==> config.mk <==
export PLATFORM = sky130hd
export DESIGN_NAME = gpu_fill_master
export DESIGN_NICKNAME = d
export VERILOG_FILES = /design/src/rtl/gpu_pkg.sv /design/src/rtl/gpu_line_tracker.sv /design/src/rtl/gpu_fill_master.sv
export SDC_FILE = /design/constraint.sdc
export NUM_CORES = 1
export LEC_CHECK = 0
export ABC_CLOCK_PERIOD_IN_PS = 3250
export BUFFER_PORTS_ARGS = -buffer_cell sky130_fd_sc_hd__buf_2
export CORE_ASPECT_RATIO = 1.4
export CORE_UTILIZATION = 30
export DETAILED_ROUTE_END_ITERATION = 8
export PLACE_DENSITY_LB_ADDON = 0.1
export SYNTH_ARGS = -nofsm -noshare
export SYNTH_HDL_FRONTEND = slang
export SYNTH_SLANG_ARGS = --single-unit
==> constraint.sdc <==
create_clock -name clk_bus -period 3.25 [get_ports clk_bus]
set_input_delay 0.1625 -clock clk_bus [delete_from_list [all_inputs] [get_ports clk_bus]]
set_output_delay 0.1625 -clock clk_bus [all_outputs]
set_load 0.01 [all_outputs]
==> src/rtl/gpu_pkg.sv <==
// Constants and types shared between the GPU slave and its bus initiators.
// Framebuffer geometry, register addresses and the fill-master state encoding.
package gpu_pkg;

  localparam logic [14:0] FB_WORDS            = 15'd15000;
  localparam logic [13:0] WORDS_PER_LINE      = 14'd25;
  localparam logic [23:0] FB_BASE_ADDR        = 24'h000000;
  localparam logic [23:0] REG_PIX_OFFSET_ADDR = 24'h050000;

  typedef enum logic [2:0] {
    ST_IDLE,
    ST_PREP,
    ST_FILL,
    ST_OFFSET,
    ST_DONE
  } fill_state_t;

  // Byte address of a framebuffer word; always word-aligned.
  function automatic logic [23:0] word_addr(input logic [13:0] idx);
    return FB_BASE_ADDR + {8'd0, idx, 2'b00};
  endfunction

endpackage

==> src/rtl/gpu_line_tracker.sv <==
// Tracks column and line parity of the current fill word for checkerboard fills.
// Loads the start word, divides it by WORDS_PER_LINE through repeated subtraction, then steps per word.
module gpu_line_tracker
  import gpu_pkg::*;
(
  input  logic        clk_bus,
  input  logic        rst_n,
  input  logic        load,
  input  logic [13:0] start_word,
  input  logic        prep,
  input  logic        advance,
  output logic        prep_done,
  output logic        odd_line
);

  logic [13:0] col_q;
  logic        odd_q;

  // col_q holds the running remainder during PREP and the column afterwards.
  assign prep_done = (col_q < WORDS_PER_LINE);
  assign odd_line  = odd_q;

  always_ff @(posedge clk_bus or negedge rst_n) begin
    if (!rst_n) begin
      col_q <= '0;
      odd_q <= 1'b0;
    end else if (load) begin
      col_q <= start_word;
      odd_q <= 1'b0;
    end else if (prep && !prep_done) begin
      col_q <= col_q - WORDS_PER_LINE;
      odd_q <= ~odd_q;
    end else if (advance) begin
      if (col_q == WORDS_PER_LINE - 14'd1) begin
        col_q <= '0;
        odd_q <= ~odd_q;
      end else begin
        col_q <= col_q + 14'd1;
      end
    end
  end

endmodule

==> src/rtl/gpu_fill_master.sv <==
// Bus initiator that fills a run of framebuffer words and optionally writes REG_PIX_OFFSET.
// Define GPU_FILL_CHECKER_EN to invert the pattern on odd framebuffer lines (checkerboard fill).
module gpu_fill_master
  import gpu_pkg::*;
(
  input  logic        clk_bus,
  input  logic        rst_n,
  input  logic        cmd_valid,
  output logic        cmd_ready,
  input  logic [13:0] cmd_start_word,
  input  logic [13:0] cmd_word_count,
  input  logic [31:0] cmd_pattern,
  input  logic        cmd_set_offset,
  input  logic [31:0] cmd_offset,
  output logic        busy,
  output logic        done,
  output logic        error,
  output logic        bus_read,
  output logic        bus_write,
  output logic [23:0] bus_address,
  output logic [31:0] bus_data_o,
  input  logic        bus_stall
);

  fill_state_t state_q, state_d;

  logic [13:0] word_q;
  logic [13:0] remaining_q;
  logic [31:0] pattern_q;
  logic [31:0] offset_q;
  logic        set_offset_q;
  logic        error_q;
  logic [31:0] fill_data;

  logic accept;
  logic in_range;
  logic xfer_done;

  assign accept    = cmd_valid && cmd_ready;
  assign in_range  = ({1'b0, cmd_start_word} + {1'b0, cmd_word_count}) <= FB_WORDS;
  assign xfer_done = bus_write && !bus_stall;

`ifdef GPU_FILL_CHECKER_EN
  logic prep_done;
  logic odd_line;

  gpu_line_tracker u_line_tracker (
    .clk_bus    (clk_bus),
    .rst_n      (rst_n),
    .load       (accept),
    .start_word (cmd_start_word),
    .prep       (state_q == ST_PREP),
    .advance    ((state_q == ST_FILL) && xfer_done),
    .prep_done  (prep_done),
    .odd_line   (odd_line)
  );

  assign fill_data = odd_line ? ~pattern_q : pattern_q;
`else
  assign fill_data = pattern_q;
`endif

  // NOTE: state is only ever written with non-blocking assignments so every
  // flop samples the pre-edge values of its neighbours.
  always_ff @(posedge clk_bus or negedge rst_n) begin
    if (!rst_n) begin
      state_q      <= ST_IDLE;
      word_q       <= '0;
      remaining_q  <= '0;
      pattern_q    <= '0;
      offset_q     <= '0;
      set_offset_q <= 1'b0;
      error_q      <= 1'b0;
    end else begin
      state_q <= state_d;
      error_q <= accept && !in_range;
      if (accept) begin
        word_q       <= cmd_start_word;
        remaining_q  <= cmd_word_count;
        pattern_q    <= cmd_pattern;
        offset_q     <= cmd_offset;
        set_offset_q <= cmd_set_offset;
      end else if ((state_q == ST_FILL) && xfer_done) begin
        word_q      <= word_q + 14'd1;
        remaining_q <= remaining_q - 14'd1;
      end
    end
  end

  // NOTE: every output of this block gets a default before the case so no
  // path can leave a signal unassigned and infer a latch.
  always_comb begin
    state_d = state_q;
    unique case (state_q)
      ST_IDLE: begin
        if (accept && in_range) begin
          if (cmd_word_count == 14'd0) begin
            state_d = cmd_set_offset ? ST_OFFSET : ST_DONE;
          end else begin
`ifdef GPU_FILL_CHECKER_EN
            state_d = ST_PREP;
`else
            state_d = ST_FILL;
`endif
          end
        end
      end
      ST_PREP: begin
`ifdef GPU_FILL_CHECKER_EN
        if (prep_done) state_d = ST_FILL;
`else
        state_d = ST_FILL;
`endif
      end
      ST_FILL: begin
        if (xfer_done && (remaining_q == 14'd1)) begin
          state_d = set_offset_q ? ST_OFFSET : ST_DONE;
        end
      end
      ST_OFFSET: begin
        if (xfer_done) state_d = ST_DONE;
      end
      ST_DONE: state_d = ST_IDLE;
      default: state_d = ST_IDLE;
    endcase
  end

  // Outputs decode straight from registers, so a stall holds them stable and
  // an asynchronous reset clears them without waiting for a clock edge.
  always_comb begin
    bus_address = '0;
    bus_data_o  = '0;
    case (state_q)
      ST_FILL: begin
        bus_address = word_addr(word_q);
        bus_data_o  = fill_data;
      end
      ST_OFFSET: begin
        bus_address = REG_PIX_OFFSET_ADDR;
        bus_data_o  = offset_q;
      end
      default: begin
        bus_address = '0;
        bus_data_o  = '0;
      end
    endcase
  end

  assign cmd_ready = (state_q == ST_IDLE);
  assign busy      = (state_q != ST_IDLE);
  assign done      = (state_q == ST_DONE);
  assign error     = error_q;
  assign bus_read  = 1'b0;
  assign bus_write = (state_q == ST_FILL) || (state_q == ST_OFFSET);

endmodule

After elaboration in Yosys (flattened, before gate mapping)

Cells that the tools add are included.

$add $sub $neg: 3
$lt $le $gt $ge: 1
Equality and inequality tests: 8
Muxes and demuxes: 13
Reduce and logical (&&, ||, !) cells: 14

Operators by type and width:

| operator                                               | number |
|---|---|
| case mux 32 bit (2 select lines)                       | 1 |
| 2-to-1 mux 14 bit                                      | 4 |
| case mux 19 bit (2 select lines)                       | 1 |
| 2-to-1 mux 3 bit                                       | 6 |
| adder 14 x 14 -> 15 bit                                | 1 |
| <= comparator 15 x 14 -> 1 bit (second input constant) | 1 |
| adder 14 x 1 -> 14 bit (second input constant)         | 1 |
| equality test 14 x 1 -> 1 bit (second input constant)  | 1 |
| zero test 14 bit                                       | 1 |
| subtractor 14 x 1 -> 14 bit (second input constant)    | 1 |
| case mux 3 bit (4 select lines)                        | 1 |
| equality test 3 x 2 -> 1 bit (second input constant)   | 2 |
| logical AND 1 bit                                      | 6 |
| != test 2 x 1 -> 1 bit (second input constant)         | 2 |
| equality test 3 x 1 -> 1 bit (second input constant)   | 1 |
| equality test 3 bit (second input constant)            | 1 |
| zero test 3 bit                                        | 1 |
| AND reduction 3 bit                                    | 1 |
| nonzero test 3 bit                                     | 1 |
| zero test 1 bit                                        | 2 |
| != test 2 bit (second input constant)                  | 1 |
| nonzero test 2 bit                                     | 1 |
| logical OR 1 bit                                       | 1 |

Bits in registers: 97
Output and inout bits: 62
Word-level logic and storage cells: 46

Longest topological paths before layout

Word-level depth: 6
Depth in mapped cells: 11

Worst setup path after synthesis

Ideal clock, no wire load.

Kind: input to register
From: in cmd_start_word[0]
To: reg state_q[2]
Arrival time: 2.637 ns
Required time: 3.184 ns
Path slack: 0.547 ns
Cell stages on the path: 11
Buffers on the path: 0
Cell sequence: ha_1 fa_1 a211oi_1 nor2_1 a311oi_1 o41ai_1 or4_1 a211oi_2 o31ai_2 o21ai_2 and3_2

Cells in the longest elaborated chain, start to end: 5

Ends and longest elaborated chain:

| element                                 | RTL line              | RTL |
|---|---|---|
| from (decl)                             | gpu_fill_master.sv:10 | `input logic [13:0] cmd_start_word,` |
| adder 14 x 14 -> 15 bit                 | gpu_fill_master.sv:40 | `assign in_range = ({1'b0, cmd_start_word} + {1'b0, cmd_word_count}) <= FB_WORDS;` |
| <= comparator 15 x 14 -> 1 bit          | gpu_fill_master.sv:40 |  |
| logical AND 1 bit                       | gpu_fill_master.sv:96 | `if (accept && in_range) begin` |
| != test 2 x 1 -> 1 bit (no source line) | --                    |  |
| AND reduction 3 bit (no source line)    | --                    |  |
| to (signal assigned)                    | gpu_fill_master.sv:75 | `state_q <= state_d;` |
| to (decl)                               | gpu_fill_master.sv:25 | `fill_state_t state_q, state_d;` |

Every way passes these cells.
A chain may end at the register's enable or synchronous reset.

Final worst setup path

From: in cmd_start_word[0]
To: reg state_q[1]

Same word-level chain as after synthesis.

==> impl_metrics.env <==
export IMPL_synth_cell_types=56
export IMPL_wire_per_inst_um=16.0
export IMPL_crit_reg2reg_launch="state_q[2]"
export IMPL_die_h_um=163
export IMPL_drt_iter0_drc=311
export IMPL_vias_per_cell=4.93
export IMPL_relSlewSlack_pct=42.3
export IMPL_cts_sinks=97
export IMPL_power_density_nw_per_um2=811
export IMPL_grt_overflow=0
export IMPL_synth_area_per_cell_um2=8.25
export IMPL_outcome="complete, no violations"
export IMPL_pin_count=159
export IMPL_die_width_um=117
export IMPL_hold_end="offset_q[12]"
export IMPL_p_leak_nw=3.68
export IMPL_dieArea_um2=19000
export IMPL_finalSetupViolations=0
export IMPL_route_detailed_drc=0
export IMPL_cts_tree="done"
export IMPL_ant_nets=0
export IMPL_rsz0062_at_grt="false"
export IMPL_core_um2=18000
export IMPL_hold_viol_final=0
export IMPL_drv_cap=0
export IMPL_grt_usage_pct=19.3
export IMPL_dpl_worst_slack_ps=106
export IMPL_rows=58
export IMPL_synth_area_um2=5550
export IMPL_synth_area_top_cells="dfrtp_1 44%, nand2_1 16%, mux2i_1 5.8%"
export IMPL_synth_top_cell_by_area="dfrtp_1"
export IMPL_layout_nets=963
export IMPL_finalWirelength_um=17500
export IMPL_ir_worst_vdd_v=0.000328
export IMPL_htree_num_levels=3
export IMPL_holdWs_ps=11.5
export IMPL_period_minus_slack_ps=2860
export IMPL_initial_core_util_pct=30.8
export IMPL_final_util_pct=40.6
export IMPL_r2r_end="remaining_q[9]"
export IMPL_synth_edf_count=0
export IMPL_period_share_pct=88.0
export IMPL_crit_arrival_ps=3120
export IMPL_routed_via_count=5397
export IMPL_finalSetupTns_ps=0
export IMPL_max_clock_path_buffers=2
export IMPL_numCtsBuffers=9
export IMPL_fin_worst_skew_ps=8.76
export IMPL_postCtsSetupBuffers=0
export IMPL_worstPathRequired_ps=3510
export IMPL_clk_pin_slew_worst_paths_ps=70
export IMPL_yosysMostFrequentCell="nand2_1"
export IMPL_dominantRegCellSynth="dfrtp_1"
export IMPL_critPathCaptureType="register"
export IMPL_drive_gt1_share_pct=21.8
export IMPL_cts_resized_gates=0
export IMPL_synthArstFlopShare_pct=100
export IMPL_ys_seq_elements=97
export IMPL_synth_top_cell_area_share_pct=43.8
export IMPL_reg2reg_slack_ps=800
export IMPL_hold_start="cmd_offset[12]"
export IMPL_grt_pass1_vias=5433
export IMPL_critPathLaunchType="primary input"
export IMPL_cp_startpoint="cmd_start_word[0]"
export IMPL_fin_ws_ps=389
export IMPL_hold_depth=3
export IMPL_worst_pin_slew_ps=866
export IMPL_portBuffers=149
export IMPL_holdBufCountCts=47
export IMPL_drtPass1Iterations=4
export IMPL_clkLatencyLatePin_ps=350
export IMPL_antenna_found_initial=1
export IMPL_yosysWarnings=0
export IMPL_hold_class="in -> reg"
export IMPL_place_congestion=0.886
export IMPL_synthCells=672
export IMPL_clock_root_buffer="clkbuf_16"
export IMPL_place_hpwl_um=12300
export IMPL_r2r_cells=5
export IMPL_report_final_slew_viol_count=0
export IMPL_area_growth_pct=31.7
export IMPL_ys_seq_area_share_pct=43.8
export IMPL_critical_path_class="in -> reg"
export IMPL_max_freq_ghz=0.350
export IMPL_grt_pass1_wl_um=27700
export IMPL_critPathMaxFanout=3
export IMPL_grt_max_degree=82
export IMPL_synthTopCellsByCount="236 x nand2_1, 97 x dfrtp_1, 53 x nor2_1"
## sequential cells by signal, indices dropped and copies added (netlist names)
register      flops
word_q           14
offset_q         32
set_offset_q      1
state_q           3
error             1
fill_data        32
remaining_q      14
## cells in the final DEF (no fill, tap or decap), types with 3 or more instances in the layout
cell and instances:
inv_1 11, and3_1 16, clkbuf_16 9, a31oi_1 7, a21oi_1 13, o311ai_0 7, o21ai_0 19, bufinv_16 3
buf_2 148, nand2_1 235, xor2_1 6, conb_1 9, or3_1 4, a221o_1 7, a21o_1 9, dlygate4sd3_1 47
nor4_1 6, nor3b_1 7, dfrtp_1 96, buf_4 9, mux2i_1 32, xnor2_1 5, a211oi_1 6, a31o_2 3
ha_1 17, nor3_1 10, nor2_1 53, nand3_1 8, o211ai_1 10
## critical path, stage by stage
cell and delay [ps]:
buf_2 110, ha_1 240, fa_1 430, a211oi_1 310, nor2_1 140, a311oi_1 300
o41ai_1 110, or4_1 580, a211oi_2 230, o31ai_2 120, o21ai_2 170, a21boi_1 210
## worst max path at each step
stage / endpoint / slack, ps
floorplan: state_q[2] / 550
global placement: state_q[2] / 200
detailed placement: state_q[1] / 110
CTS: state_q[1] / 440
global route: state_q[1] / 220
finish: state_q[1] / 390
## routing by layer
layer	track usage, %	vias up	routed length (um)
li1	-	2620	-
met1	23.0	2584	7310
met2	32.9	173	8760
met3	4.24	20	966
met4	8.00	0	454
met5	0	-	0
## logic make-up (layout without fill, tap and decap cells)
logic type / Yosys count / after routing / share of synthesized area (%)
compound gates: 101 / 101 / 13.0
xor+xnor: 11 / 11 / 1.74
fa+ha+maj: 18 / 18 / 4.20
buf+inv: 59 / 232 / 4.76
flops: 97 / 97 / 43.8
mux: 32 / 32 / 5.77
other cells: 1 / 10 / 0.0676
simple gates: 353 / 353 / 26.7
## report_power, final
| group | switching [mW] | internal (mW) |
|---|---|---|
| Combinational | 1.52 | 1.01 |
| Sequential | 0.387 | 1.77 |
| Clock | 0.484 | 0.757 |
## through the flow
stage | instance area, um2 | power [mW] | std cells
final | 7300 | 5.93 | 1094
after global routing | 7300 | 6.44 | 1093
after CTS | 7300 | 6.02 | 1093
after detailed placement | 6490 | 4.69 | 1030
after global placement | 6490 | 4.64 | 1030
after floorplan | 5580 | 3.75 | 680
## cell type report
class	instances	area, um2
fill	1919	10700
inverter	11	41.3
clock buffer	10	229
multi-input combinational	524	2890
antenna	1	2.50
tap	240	300
clock inverter	6	113
timing repair buffer	205	1300
sequential	97	2430
(Power assumes the default switching activity.)
